**src/rtl/spi_reg_bridge.sv**
```systemverilog
// SPI mode-0 slave that turns 16-bit host frames into register reads/writes for a byte peripheral.
// Optional burst continuation is enabled by defining SPI_REG_BRIDGE_BURST_EN.
//
// state   | meaning
// S_IDLE  | waiting for cs_n falling edge with ena high
// S_CMD   | shifting in RW + 7-bit address
// S_ADDR  | drive reg_addr from the command byte
// S_CAPT  | capture peripheral read data into tx shift register
// S_DATA  | shifting data byte (write in on rise, read out on fall)
// S_INC   | burst only: advance reg_addr before the next byte
// S_DONE  | frame complete, ignore clocks until cs_n rises
module spi_reg_bridge #(
  parameter int ADDR_W = 4
) (
  input  logic              clk,
  input  logic              rstb,
  input  logic              ena,
  input  logic              spi_cs_n,
  input  logic              spi_clk,
  input  logic              spi_mosi,
  output logic              spi_miso,
  output logic [ADDR_W-1:0] reg_addr,
  input  logic [7:0]        reg_data_i,
  output logic [7:0]        reg_data_o,
  output logic              reg_data_o_dv
);

  typedef enum logic [2:0] {
    S_IDLE, S_CMD, S_ADDR, S_CAPT, S_DATA, S_INC, S_DONE
  } state_t;

  state_t state_q, state_d;

  logic              sclk_q, csn_q;
  logic              rise, fall, start, byte_done;
  logic [2:0]        bit_cnt_q;
  logic [7:0]        rx_q, tx_q;
  logic              is_wr_q;
  logic              miso_q;
  logic [ADDR_W-1:0] addr_q;
  logic [7:0]        wdata_q;
  logic              dv_q;

  assign rise      = spi_clk & ~sclk_q;
  assign fall      = ~spi_clk & sclk_q;
  assign start     = csn_q & ~spi_cs_n;
  assign byte_done = rise && (bit_cnt_q == 3'd7);

  always_ff @(posedge clk or negedge rstb) begin
    if (!rstb) state_q <= S_IDLE;
    else       state_q <= state_d;
  end

  always_comb begin
    state_d = state_q;
    if (spi_cs_n) begin
      state_d = S_IDLE;
    end else begin
      case (state_q)
        S_IDLE: if (start && ena) state_d = S_CMD;
        S_CMD:  if (byte_done) state_d = S_ADDR;
        S_ADDR: state_d = S_CAPT;
        S_CAPT: state_d = S_DATA;
`ifdef SPI_REG_BRIDGE_BURST_EN
        S_DATA: if (byte_done) state_d = S_INC;
`else
        S_DATA: if (byte_done) state_d = S_DONE;
`endif
        S_INC:  state_d = S_CAPT;
        S_DONE: state_d = S_DONE;
        default: state_d = S_IDLE;
      endcase
    end
  end

  always_ff @(posedge clk or negedge rstb) begin
    if (!rstb) begin
      sclk_q    <= 1'b0;
      csn_q     <= 1'b0;  // low so a frame already in progress at reset release is never seen as a start
      bit_cnt_q <= '0;
      rx_q      <= '0;
      tx_q      <= '0;
      is_wr_q   <= 1'b0;
      miso_q    <= 1'b0;
      addr_q    <= '0;
      wdata_q   <= '0;
      dv_q      <= 1'b0;
    end else begin
      sclk_q <= spi_clk;
      csn_q  <= spi_cs_n;
      dv_q   <= 1'b0;
      if (spi_cs_n) begin
        bit_cnt_q <= '0;
        miso_q    <= 1'b0;
      end else begin
        case (state_q)
          S_IDLE: begin
            bit_cnt_q <= '0;
            miso_q    <= 1'b0;
          end
          S_CMD: begin
            if (rise) begin
              rx_q      <= {rx_q[6:0], spi_mosi};
              bit_cnt_q <= bit_cnt_q + 3'd1;
            end
          end
          S_ADDR: begin
            addr_q  <= rx_q[ADDR_W-1:0];
            is_wr_q <= rx_q[7];
          end
          S_CAPT: tx_q <= reg_data_i;
          S_DATA: begin
            if (rise) begin
              rx_q      <= {rx_q[6:0], spi_mosi};
              bit_cnt_q <= bit_cnt_q + 3'd1;
            end
            if (byte_done && is_wr_q) begin
              wdata_q <= {rx_q[6:0], spi_mosi};
              dv_q    <= 1'b1;
            end
`ifndef SPI_REG_BRIDGE_BURST_EN
            if (byte_done) miso_q <= 1'b0;
`endif
            if (fall && !is_wr_q) begin
              miso_q <= tx_q[7];
              tx_q   <= {tx_q[6:0], 1'b0};
            end
          end
          // Increment lands after the strobe cycle so the strobe carries the old address.
          S_INC:  addr_q <= addr_q + 1'b1;
          S_DONE: miso_q <= 1'b0;
          default: miso_q <= 1'b0;
        endcase
      end
    end
  end

  assign spi_miso      = miso_q & ~spi_cs_n;
  assign reg_addr      = addr_q;
  assign reg_data_o    = wdata_q;
  assign reg_data_o_dv = dv_q;

endmodule

```
**config.mk**
```make
export PLATFORM = sky130hd
export DESIGN_NAME = spi_reg_bridge
export DESIGN_NICKNAME = d
export VERILOG_FILES = /design/src/rtl/spi_reg_bridge.sv
export SDC_FILE = /design/constraint.sdc
export NUM_CORES = 1
export LEC_CHECK = 0
export BUFFER_PORTS_ARGS = -buffer_cell sky130_fd_sc_hd__buf_4
export CAP_MARGIN = 0
export CELL_PAD_IN_SITES_DETAIL_PLACEMENT = 0
export CELL_PAD_IN_SITES_GLOBAL_PLACEMENT = 1
export CORE_MARGIN = 5
export CORE_UTILIZATION = 40
export DETAILED_ROUTE_END_ITERATION = 6
export GPL_TIMING_DRIVEN = 0
export PLACE_DENSITY_LB_ADDON = 0.1
export SLEW_MARGIN = 0
export SYNTH_ARGS = -nofsm -noshare
export SYNTH_HDL_FRONTEND = slang
export SYNTH_SLANG_ARGS = --single-unit
```
**constraint.sdc**
```tcl
create_clock -name clk -period 1.6 [get_ports clk]
set_clock_uncertainty 0.05 [all_clocks]
set_input_delay 0.24 -clock clk [delete_from_list [all_inputs] [get_ports clk]]
set_output_delay 0.24 -clock clk [all_outputs]
set_load 0.1 [all_outputs]
```
## Word-level counts from Yosys, hierarchy flattened

Index checks and enable logic that the tools add are counted.

- Register bits: 39
- Input port bits: 14
- Output and inout port bits: 14
- Word-level logic and storage cells: 72

- Add/sub/neg operators: 2
- Eq/ne operators: 14
- Muxes and demuxes: 18
- Bitwise operators: 7
- Reductions and logical operators: 20

Operators with widths:

| cell | number |
|---|---|
| $mux 3 | 6 |
| $pmux 3 s6 | 1 |
| $pmux 8 s2 | 1 |
| $eq 3x3->1 const B | 4 |
| $reduce_and 3->1 | 4 |
| $ne 3x3->1 const B | 3 |
| $mux 8 | 1 |
| $pmux 4 s2 | 1 |
| $reduce_and 2->1 | 4 |
| $eq 3x2->1 const B | 2 |
| $mux 1 | 6 |
| $pmux 3 s2 | 1 |
| $add 4x1->4 const B | 1 |
| $and 1x1->1 | 4 |
| $logic_and 1x1->1 | 4 |
| $ne 4x4->1 const B | 1 |
| $reduce_bool 2->1 | 2 |
| $reduce_or 2->1 | 2 |
| $reduce_or 4->1 | 1 |
| $add 3x1->3 const B | 1 |
| $eq 3x1->1 const B | 1 |
| $logic_not 3->1 | 1 |
| $ne 3x1->1 const B | 1 |
| $not 1->1 | 3 |
| other kinds (5) | 5 |

## Longest topological paths before layout

Gate-level depths: netlist of run 1.

- Depth after elaboration: 7
- Gate-level depth with buffers: 6
- Depth with buffers taken out: 6

## Worst setup path before layout of run 1

OpenSTA, ideal clock, no wires.

- Path type: input-to-reg
- Start point: input spi_cs_n
- End point: register miso_q
- Library setup time: 0.076 ns
- Data arrival time: 2.151 ns
- Required time: 1.474 ns
- Path slack: -0.677 ns
- Cell stages on the path: 4
- Buffers on the path: 1
- Cells stage by stage: clkbuf_1 -> nor2b_1 -> o211ai_1 -> nand3_1

- Longest elaborated chain between the ends: 2
- Elaborated cells on any way between the ends: 4
- Classes of those cells: eq/ne: 2; mux: 1; reduce/logical: 1

RTL lines:

| element | RTL line | source |
|---|---|---|
| from (decl) | 18 | `input logic spi_cs_n,` |
| $ne 4x4->1 (no line) or $ne 2x1->1 (tied branches) | -- |  |
| $reduce_and 2->1 (no line) | -- |  |
| to (signal assigned) | 125 | `miso_q <= tx_q[7];` |
| to (decl) | 39 | `logic miso_q;` |

Parallel ways exist; a longest one is shown, timed or not.
A chain may end at the register's enable or synchronous reset.

## Final worst setup path of run 1

- Start point: register state_q[0]
- End point: register wdata_q[3] (netlist: reg_data_o[3])

- Longest elaborated chain between the ends: 2

RTL lines:

| element | RTL line | source |
|---|---|---|
| from (decl) | 32 | `state_t state_q, state_d;` |
| from (signal assigned) | 51 | `else state_q <= state_d;` |
| $eq 3x3->1 | 96 | `case (state_q)` |
| $reduce_and 3->1 (no line) | -- |  |
| to (signal assigned) | 118 | `wdata_q <= {rx_q[6:0], spi_mosi};` |
| to (decl) | 41 | `logic [7:0] wdata_q;` |

No other way between the ends.

==> report_table.html, run 1 <==
<table>
<tr><th>Metric</th><th>Value</th></tr>
<tr><th colspan="2">Die</th></tr>
<tr><td>Full die area</td><td>approximately 0.0060 mm²</td></tr>
<tr><td>Horiz. Die Dim</td><td>77.4 µm</td></tr>
<tr><td>Starting Density</td><td>around two fifths</td></tr>
<tr><td>Chip height</td><td>between 70 and 80 µm</td></tr>
<tr><td>Core Area</td><td>0.00438 mm²</td></tr>
<tr><td>IO Pins</td><td>28</td></tr>
<tr><td>Row count</td><td>24</td></tr>
<tr><th colspan="2">Yosys</th></tr>
<tr><td>Net count of the mapped netlist</td><td>169</td></tr>
<tr><td>Avg Synthesized Cell Area</td><td>approximately 12 µm²</td></tr>
<tr><td>Most instantiated flip-flop cell in the synthesis netlist</td><td>sky130_fd_sc_hd__dfrtp_1</td></tr>
<tr><td>Yosys reg bits</td><td>39</td></tr>
<tr><td>Number of synthesized flops with an enable pin</td><td>0</td></tr>
<tr><td>Synth top area share</td><td>53.7%</td></tr>
<tr><td>Cell Area, Synth</td><td>about 0.0018 mm²</td></tr>
<tr><td>Number of synthesis warnings</td><td>0</td></tr>
<tr><td>Largest area contributor in the synthesized netlist</td><td>sky130_fd_sc_hd__dfrtp_1</td></tr>
<tr><td>Top post-synthesis cells by area</td><td>sky130_fd_sc_hd__dfrtp_1 (54%), sky130_fd_sc_hd__mux2_2 (11%), sky130_fd_sc_hd__mux2i_1 (5.5%)</td></tr>
<tr><td>Most numerous cell in the Yosys netlist</td><td>sky130_fd_sc_hd__dfrtp_1</td></tr>
<tr><td>Share of synthesized registers carrying an async set or reset</td><td>100%</td></tr>
<tr><td>Sequential share of the synthesized area</td><td>about 54%</td></tr>
<tr><td>Cell count after synthesis</td><td>~150</td></tr>
<tr><td>Synth cell count leaders</td><td>sky130_fd_sc_hd__dfrtp_1 (39), sky130_fd_sc_hd__mux2_2 (17), sky130_fd_sc_hd__o21ai_0 (14), sky130_fd_sc_hd__nand2_1 (13)</td></tr>
<tr><td>Netlist cell types</td><td>36</td></tr>
<tr><th colspan="2">Setup path</th></tr>
<tr><td>Critical path startpoint category</td><td>register</td></tr>
<tr><td>Critical path launch point</td><td>state_q[0]</td></tr>
<tr><td>Setup CP Type</td><td>reg -&gt; reg</td></tr>
<tr><td>Required time of the critical path</td><td>approximately 1.7 ns</td></tr>
<tr><td>Top fanout value on the critical path</td><td>5</td></tr>
<tr><td>CP Capture Type</td><td>register</td></tr>
<tr><td>Source of the worst register-to-register timing path</td><td>state_q[0]</td></tr>
<tr><td>Data arrival time of the worst path</td><td>about 1.8 ns</td></tr>
<tr><th colspan="2">Global routing</th></tr>
<tr><td>First-pass GRT wire length</td><td>6440 µm</td></tr>
<tr><td>Antenna violations before repair</td><td>0</td></tr>
<tr><td>Number of global-route vias before repair</td><td>1,344</td></tr>
<tr><td>Pin count of the biggest net entering global routing</td><td>40</td></tr>
<tr><td>Global-route total usage across every layer</td><td>between 10% and 20%</td></tr>
<tr><td>Gr ovfl total</td><td>0</td></tr>
<tr><th colspan="2">Place</th></tr>
<tr><td>Last weighted congestion value of the routability-driven placer</td><td>0.740</td></tr>
<tr><td>Placement Setup Slack</td><td>-0.229 ns</td></tr>
<tr><td>Final HPWL from detailed placement</td><td>roughly 2600 µm</td></tr>
<tr><td>Total instance count after detailed placement</td><td>around 230</td></tr>
<tr><td>Placed Instance Area</td><td>0.00210 mm²</td></tr>
<tr><td>Buffers added on ports</td><td>27</td></tr>
<tr><th colspan="2">CTS</th></tr>
<tr><td>Clock-pin slew reported for the worst setup and hold paths after clock tree synthesis</td><td>about 0.080 ns</td></tr>
<tr><td>Clk sinks</td><td>39</td></tr>
<tr><td>Clock latency of the later-clocked register in the worst-skew pair</td><td>between 0.2 and 0.3 ns</td></tr>
<tr><td>TritonCTS Buffers</td><td>5</td></tr>
<tr><td># H-tree levels</td><td>2</td></tr>
<tr><td>Clock tree from TritonCTS</td><td>yes</td></tr>
<tr><td>Maximum clock path buffer count</td><td>2</td></tr>
<tr><td>Clk Tree Root Cell</td><td>sky130_fd_sc_hd__clkbuf_8</td></tr>
<tr><th colspan="2">STA</th></tr>
<tr><td>Timing-limited maximum frequency</td><td>583 MHz</td></tr>
<tr><td>Setup TNS</td><td>-0.898 ns</td></tr>
<tr><td>Setup violation total in the final timing report</td><td>11</td></tr>
<tr><td>Slew at the pin closest to its max-slew limit</td><td>about 0.58 ns</td></tr>
<tr><td>Hold Fails Final Rpt</td><td>0</td></tr>
<tr><td>Final period util</td><td>107%</td></tr>
<tr><td>Shortest clock period the worst path allows after layout</td><td>between 1.5 and 2 ns</td></tr>
<tr><td>Worst setup margin</td><td>-0.114 ns</td></tr>
<tr><td>Tightest slew margin relative to the limit</td><td>roughly three fifths</td></tr>
<tr><td>RSZ-0062 raised after global routing</td><td>yes</td></tr>
<tr><td>Max-slew violations</td><td>0</td></tr>
<tr><th colspan="2">Route</th></tr>
<tr><td>Via count of the routed design</td><td>roughly 1,400</td></tr>
<tr><td>Count of unresolved DRC violations after routing</td><td>0</td></tr>
<tr><td>Drt total wl</td><td>roughly 4100 µm</td></tr>
<tr><td>ANT nets after route</td><td>0</td></tr>
<tr><td>Post-DR wirelength/cell</td><td>15.5 µm</td></tr>
<tr><td>Detailed router's first-iteration violation count</td><td>91</td></tr>
<tr><td>Vias per std cell</td><td>5.19</td></tr>
<tr><td>1st-pass router iterations</td><td>4</td></tr>
<tr><th colspan="2">Pwr</th></tr>
<tr><td>Portion of total power attributed to the clock network</td><td>43.6%</td></tr>
<tr><td>Peak VDD IR</td><td>between 600 and 700 µV</td></tr>
<tr><td>Switching share of power</td><td>between 20% and 30%</td></tr>
<tr><td>Power per unit of standard cell area</td><td>roughly 860 mW/mm²</td></tr>
<tr><td>Lkg Pwr</td><td>about 1.2 nW</td></tr>
<tr><td>Net Sw Power</td><td>slightly below 0.0005 W</td></tr>
<tr><td>Reg power frac</td><td>a little under half</td></tr>
<tr><td>Combinational group share of total power</td><td>between 9 and 10%</td></tr>
<tr><td>Internal cell power</td><td>about 0.0017 W</td></tr>
<tr><th colspan="2">Cells and area</th></tr>
<tr><td>Area growth from synthesis to layout</td><td>43.9%</td></tr>
<tr><td>Nets@finish</td><td>226</td></tr>
<tr><td>Finished Layout Cells</td><td>262</td></tr>
<tr><td>Fraction of final layout cells sized beyond drive strength 1</td><td>between 50% and 60%</td></tr>
<tr><td>Post-layout util</td><td>59.6%</td></tr>
<tr><td>Area of all placed cells without fillers</td><td>0.00261 mm²</td></tr>
<tr><td># diodes</td><td>0</td></tr>
<tr><th colspan="2">Run</th></tr>
<tr><td>Max Cap Viol</td><td>0</td></tr>
<tr><th colspan="2">Status</th></tr>
<tr><td>Run status</td><td>complete, but fails checks</td></tr>
<tr><td>Violations in the final reports</td><td>negative setup slack</td></tr>
<tr><th colspan="2">Worst hold path</th></tr>
<tr><td>Min-delay src</td><td>spi_clk</td></tr>
<tr><td>Class of the worst hold path</td><td>in -&gt; reg</td></tr>
</table>
==> layout by cell type (no fill, tap or decap), types with 3 or more instances in the layout <==
master                     count
sky130_fd_sc_hd__nand3_1       3
sky130_fd_sc_hd__nor2_1        4
sky130_fd_sc_hd__a21oi_2       3
sky130_fd_sc_hd__nand2_2       4
sky130_fd_sc_hd__mux2_2        7
sky130_fd_sc_hd__nand2_1       9
sky130_fd_sc_hd__mux2_4       10
sky130_fd_sc_hd__dfrtp_2       4
sky130_fd_sc_hd__mux2i_1      10
sky130_fd_sc_hd__nand2b_1      4
sky130_fd_sc_hd__buf_6         8
sky130_fd_sc_hd__clkbuf_8      5
sky130_fd_sc_hd__buf_4        44
sky130_fd_sc_hd__dfrtp_1      35
sky130_fd_sc_hd__o21ai_1      12
sky130_fd_sc_hd__a21oi_1       6
==> routing by layer <==
layer | track usage [%] | part of all wire (%) | vias to the layer above
met1 | 17.2 | 44 | 678
met4 | 4.64 | 0.96 | 0
li1 | - | - | 658
met3 | 3.59 | 3.1 | 6
met2 | 21.9 | 51 | 18
met5 | 0 | 0 | -
==> stage by stage <==
| step | hold slack, ns | power (W) |
|---|---|---|
| 2_1_floorplan | -0.106 | 0.00115 |
| 3_3_place_gp | 0.193 | 0.00122 |
| 3_5_place_dp | 0.199 | 0.00123 |
| 4_1_cts | 0.0213 | 0.00222 |
| 5_1_grt | 0.0189 | 0.00234 |
| 6_report | 0.0350 | 0.00224 |
==> worst paths after layout <==
| path | slack (ns) | cells after the start | end |
|---|---|---|---|
| worst max register to register | -0.11 | 5 | reg_data_o[3] |
| min in group asynchronous | 0.40 | 2 | reg_addr[3] |
| max in group asynchronous | 0.72 | 2 | state_q[2] |
| worst min register to register | 0.44 | 2 | tx_q[5] |
| worst max-delay path | -0.11 | 5 | reg_data_o[3] |
| worst min-delay path | 0.03 | 1 | sclk_q |
==> what timing repair did <==
action | CTS | global route
hold endpoints to repair | 39 | 0
resized for setup | 6 | 58
cloned | 1 | 1
setup endpoints to repair | 23 | 29
hold buffers | 1 | 0
pin swaps | 5 | 18
setup buffers | 6 | 14
==> worst max-delay path: stages (launching register included) <==
cell                      delay, ns
sky130_fd_sc_hd__dfrtp_1       0.38
sky130_fd_sc_hd__buf_6         0.13
sky130_fd_sc_hd__nor4b_4       0.34
sky130_fd_sc_hd__and3_4        0.27
sky130_fd_sc_hd__buf_8         0.13
sky130_fd_sc_hd__mux2_4        0.30
==> cell families after synthesis <==
family / Yosys count / synth area share (%)
fa+ha+maj: 3 / 2.07
xor+xnor: 1 / 0.482
compound gates: 30 / 9.44
mux: 27 / 16.0
buf+inv: 8 / 2.62
flops: 39 / 53.7
simple gates: 44 / 15.6
==> area by class of cell <==
cell class                 count  area [µm²]
fill                         359        1770
clock inverter                 3        67.6
clock buffer                   5        68.8
sequential                    39         981
tap                           52        65.1
inverter                       1        3.75
buffer                         7        71.3
timing repair buffer          50         413
multi-input combinational    105         943
==> power by group through the flow <==
stage	registers [W]	logic [W]	clock network [W]
after CTS	0.00105	0.000163	0.00100
after global placement	0.00107	0.000151	0
after floorplan	0.00108	0.0000770	0
after detailed placement	0.00107	0.000156	0
after global routing	0.00106	0.000227	0.00105
final	0.00106	0.000205	0.000974
==> flip-flops by register name, indices dropped and copies added (netlist names) <==
| signal | flops |
|---|---|
| bit_cnt_q | 3 |
| csn_q | 1 |
| sclk_q | 1 |
| reg_data_o_dv | 1 |
| reg_addr | 4 |
| state_q | 3 |
| reg_data_o | 8 |
| is_wr_q | 1 |
| miso_q | 1 |
| tx_q | 8 |
| rx_q | 8 |
(Power assumes the default switching activity.)
==> run 2, diff against run 1 <==
--- a/config.mk
+++ b/config.mk
@@ -5,7 +5,7 @@
 export SDC_FILE = /design/constraint.sdc
 export NUM_CORES = 1
 export LEC_CHECK = 0
-export BUFFER_PORTS_ARGS = -buffer_cell sky130_fd_sc_hd__buf_4
+export BUFFER_PORTS_ARGS = -buffer_cell sky130_fd_sc_hd__clkbuf_2
 export CAP_MARGIN = 0
 export CELL_PAD_IN_SITES_DETAIL_PLACEMENT = 0
 export CELL_PAD_IN_SITES_GLOBAL_PLACEMENT = 1
==> run 2 against run 1 <==
The flow still finishes with violations (negative setup slack). Global-route usage increased by 0.60 points. Flip-flop and latch count unchanged. Sequential power about the same. Non-clock buffer count down 8. Largest cell class unchanged. Largest power group unchanged.
==> report_table.html, run 2 (synthesis gave the netlist of run 1 again) <==
<table>
<tr><th>Metric</th><th>Value</th></tr>
<tr><th colspan="2">Place</th></tr>
<tr><td>Total instance count after detailed placement</td><td>231 (unchanged)</td></tr>
<tr><td>Buffers added on ports</td><td>27 (unchanged)</td></tr>
<tr><td>Last weighted congestion value of the routability-driven placer</td><td>0.727 (-1.8%)</td></tr>
<tr><td>Final HPWL from detailed placement</td><td>2570 µm (+0.31%)</td></tr>
<tr><td>Placed Instance Area</td><td>0.00203 mm² (-3.2%)</td></tr>
<tr><th colspan="2">Setup path</th></tr>
<tr><td>Reg2Reg Capture Point</td><td>reg_data_o[3]</td></tr>
<tr><td>Worst R2R Setup Slack</td><td>-0.11 ns (about the same)</td></tr>
<tr><td>Setup CP Type</td><td>reg -&gt; reg</td></tr>
<tr><td>Critical path startpoint category</td><td>register</td></tr>
<tr><td>Longest individual stage delay on the worst path</td><td>0.40 ns (+0.02 ns)</td></tr>
<tr><td>Source of the worst register-to-register timing path</td><td>bit_cnt_q[0]</td></tr>
<tr><td>Length in cells of the worst reg-to-reg path</td><td>6 (+1)</td></tr>
<tr><td>Data arrival time of the worst path</td><td>1.83 ns (about the same)</td></tr>
<tr><td>Required time of the critical path</td><td>1.72 ns (about the same)</td></tr>
<tr><td>CP Capture Type</td><td>register</td></tr>
<tr><td>CP top delay family</td><td>flip-flops</td></tr>
<tr><td>Top fanout value on the critical path</td><td>5 (unchanged)</td></tr>
<tr><td>Number of buffer and inverter stages on the critical path</td><td>1 (-1)</td></tr>
<tr><td>Ordered list of cells on the worst path</td><td>ha_2 &gt; ha_4 &gt; and3b_2 &gt; and3_4 &gt; buf_6 &gt; mux2_4</td></tr>
<tr><td>Cell with the largest stage delay on the worst path</td><td>sky130_fd_sc_hd__dfrtp_1</td></tr>
<tr><th colspan="2">Route</th></tr>
<tr><td>ANT nets after route</td><td>0 (unchanged)</td></tr>
<tr><td>Vias per std cell</td><td>5.18 (-0.19%)</td></tr>
<tr><td>1st-pass router iterations</td><td>4 (unchanged)</td></tr>
<tr><td>Detailed router's first-iteration violation count</td><td>85 (-6.6%)</td></tr>
<tr><td>Count of unresolved DRC violations after routing</td><td>0 (unchanged)</td></tr>
<tr><td>Post-DR wirelength/cell</td><td>15.2 µm (-2.3%)</td></tr>
<tr><td>Drt total wl</td><td>3860 µm (-5.3%)</td></tr>
<tr><td>Via count of the routed design</td><td>1,316 (-3.2%)</td></tr>
<tr><th colspan="2">Cells and area</th></tr>
<tr><td>Fraction of final layout cells sized beyond drive strength 1</td><td>47.5% (-4.9 points)</td></tr>
<tr><td>Sequential cell area</td><td>981 µm² (unchanged)</td></tr>
<tr><td>Nets@finish</td><td>218 (-3.5%)</td></tr>
<tr><td>Area of the multi-input gates</td><td>892 µm² (-5.4%)</td></tr>
<tr><td>Most common library cell in the layout ignoring fill and taps</td><td>sky130_fd_sc_hd__dfrtp_1</td></tr>
<tr><td>Highest-count cells in the layout ignoring fill and taps</td><td>sky130_fd_sc_hd__dfrtp_1 (35), sky130_fd_sc_hd__clkbuf_2 (26), sky130_fd_sc_hd__buf_4 (15), sky130_fd_sc_hd__nand2_1 (13), sky130_fd_sc_hd__mux2_2 (12)</td></tr>
<tr><td>Area of all placed cells without fillers</td><td>0.00236 mm² (-9.7%)</td></tr>
<tr><td>Finished Layout Cells</td><td>254 (-3.1%)</td></tr>
<tr><td>Area growth from synthesis to layout</td><td>30.0%</td></tr>
<tr><td># diodes</td><td>0 (unchanged)</td></tr>
<tr><td>Post-layout util</td><td>53.9% (-5.8 points)</td></tr>
<tr><td>Fill cell instance count of the final layout</td><td>381 (+6.1%)</td></tr>
<tr><th colspan="2">Global routing</th></tr>
<tr><td>Gr ovfl total</td><td>0 (unchanged)</td></tr>
<tr><td>Global-route total usage across every layer</td><td>14.0% (+0.60 points)</td></tr>
<tr><td>Antenna violations before repair</td><td>0 (unchanged)</td></tr>
<tr><td>First-pass GRT wire length</td><td>6790 µm (+5.4%)</td></tr>
<tr><td>Number of global-route vias before repair</td><td>1,437 (+6.9%)</td></tr>
<tr><td>Pin count of the biggest net entering global routing</td><td>40 (unchanged)</td></tr>
<tr><th colspan="2">Die</th></tr>
<tr><td>Row count</td><td>24 (unchanged)</td></tr>
<tr><td>Core Area</td><td>0.00438 mm² (unchanged)</td></tr>
<tr><td>Chip height</td><td>77.4 µm (unchanged)</td></tr>
<tr><td>Horiz. Die Dim</td><td>77.4 µm (unchanged)</td></tr>
<tr><td>IO Pins</td><td>28 (unchanged)</td></tr>
<tr><td>Full die area</td><td>0.00599 mm² (unchanged)</td></tr>
<tr><td>Starting Density</td><td>41.4% (unchanged)</td></tr>
<tr><th colspan="2">STA</th></tr>
<tr><td>RSZ-0062 raised after global routing</td><td>yes</td></tr>
<tr><td>Hold Fails Final Rpt</td><td>0 (unchanged)</td></tr>
<tr><td>Setup violation total in the final timing report</td><td>9 (-2)</td></tr>
<tr><td>Timing-limited maximum frequency</td><td>585 MHz (+0.36%)</td></tr>
<tr><td>Tightest slew margin relative to the limit</td><td>34.2% (-27 points)</td></tr>
<tr><td>Worst setup margin</td><td>-0.108 ns (+0.00613 ns)</td></tr>
<tr><td>Slew at the pin closest to its max-slew limit</td><td>0.987 ns (+0.403 ns)</td></tr>
<tr><td>Max-slew violations</td><td>0 (unchanged)</td></tr>
<tr><td>Shortest clock period the worst path allows after layout</td><td>1.71 ns (-0.00613 ns)</td></tr>
<tr><td>Setup TNS</td><td>-0.798 ns (+0.0999 ns)</td></tr>
<tr><td>Final period util</td><td>107% (-0.38 points)</td></tr>
<tr><th colspan="2">Status</th></tr>
<tr><td>Run status</td><td>complete, but fails checks</td></tr>
<tr><td>Violations in the final reports</td><td>negative setup slack</td></tr>
<tr><th colspan="2">CTS</th></tr>
<tr><td>TritonCTS Buffers</td><td>5 (unchanged)</td></tr>
<tr><td>Clock-pin slew reported for the worst setup and hold paths after clock tree synthesis</td><td>0.08 ns (about the same)</td></tr>
<tr><td>Clock latency of the later-clocked register in the worst-skew pair</td><td>0.29 ns (about the same)</td></tr>
<tr><td>Clock tree from TritonCTS</td><td>yes</td></tr>
<tr><td>Maximum clock path buffer count</td><td>2 (unchanged)</td></tr>
<tr><td>Clk sinks</td><td>39 (unchanged)</td></tr>
<tr><td>Clk Tree Root Cell</td><td>sky130_fd_sc_hd__clkbuf_8</td></tr>
<tr><td># H-tree levels</td><td>2 (unchanged)</td></tr>
<tr><th colspan="2">Pwr</th></tr>
<tr><td>Lkg Pwr</td><td>1.09 nW (-8.7%)</td></tr>
<tr><td>Power per unit of standard cell area</td><td>822 mW/mm² (-3.9%)</td></tr>
<tr><td>Peak VDD IR</td><td>564 µV (-7.0%)</td></tr>
<tr><td>Overall power of the completed layout</td><td>0.00194 W (-13%)</td></tr>
<tr><th colspan="2">Run</th></tr>
<tr><td>Max Cap Viol</td><td>0 (unchanged)</td></tr>
<tr><th colspan="2">Worst hold path</th></tr>
<tr><td>Class of the worst hold path</td><td>in -&gt; async</td></tr>
</table>
[run 2: changes by cell type in the layout (fill, tap and decap cells not counted), sizes merged]
cell and delta:
bufinv -2, clkbuf +29, buf -34, dlygate4sd3 -1
[run 2: final cells by class]
type                    count  share of cell area (%)
flip-flops and latches     39                    41.5
multi-input cells         105                    37.8
repair buffers             42                    10.7
clock buffers               7                    4.08
well taps                  52                    2.76
plain buffers               7                    2.70
clock inverters             1                   0.318
inverters                   1                   0.159
[run 2: worst max path at each step]
| stage | startpoint | endpoint | slack [ns] | cells past startpoint |
|---|---|---|---|---|
| 2_1_floorplan | spi_cs_n | miso_q | -0.09 | 4 |
| 3_3_place_gp | bit_cnt_q[0] | reg_data_o[1] | -0.19 | 6 |
| 3_5_place_dp | bit_cnt_q[0] | reg_data_o[2] | -0.22 | 6 |
| 4_1_cts | bit_cnt_q[0] | reg_data_o[3] | -0.12 | 6 |
| 5_1_grt | bit_cnt_q[0] | reg_data_o[6] | -0.15 | 6 |
| 6_report | bit_cnt_q[0] | reg_data_o[3] | -0.11 | 6 |
[run 2: power breakdown]
| part | total, W | switching, W | internal [W] |
|---|---|---|---|
| clock network | 0.000731 | 0.000339 | 0.000392 |
| registers | 0.00105 | 0.0000333 | 0.00102 |
| logic | 0.000156 | 0.0000903 | 0.0000655 |
[run 2: per-stage QoR]
step / worst slack (ns) / hold WS (ns)
2_1_floorplan: -0.0913 / -0.106
3_3_place_gp: -0.195 / 0.348
3_5_place_dp: -0.222 / 0.358
4_1_cts: -0.120 / 0.0498
5_1_grt: -0.150 / 0.0508
6_report: -0.108 / 0.0482
[run 2: timing repair]
action | CTS | global route
hold buffers | 0 | 0
endpoints found under the hold margin | 0 | 0
pin swaps | 4 | 7
resized for setup | 12 | 21
setup buffers | 8 | 6
endpoints found under the setup margin | 25 | 29
gates cloned | 1 | 1
[run 2: per-layer routing]
metal  part of all wire, %  vias to the layer above  track usage (%)
li1                      -                      645                -
met4                  0.57                        0             4.81
met5                     0                        -                0
met3                   3.1                        2             4.05
met2                    52                       16             22.9
met1                    44                      653             17.7
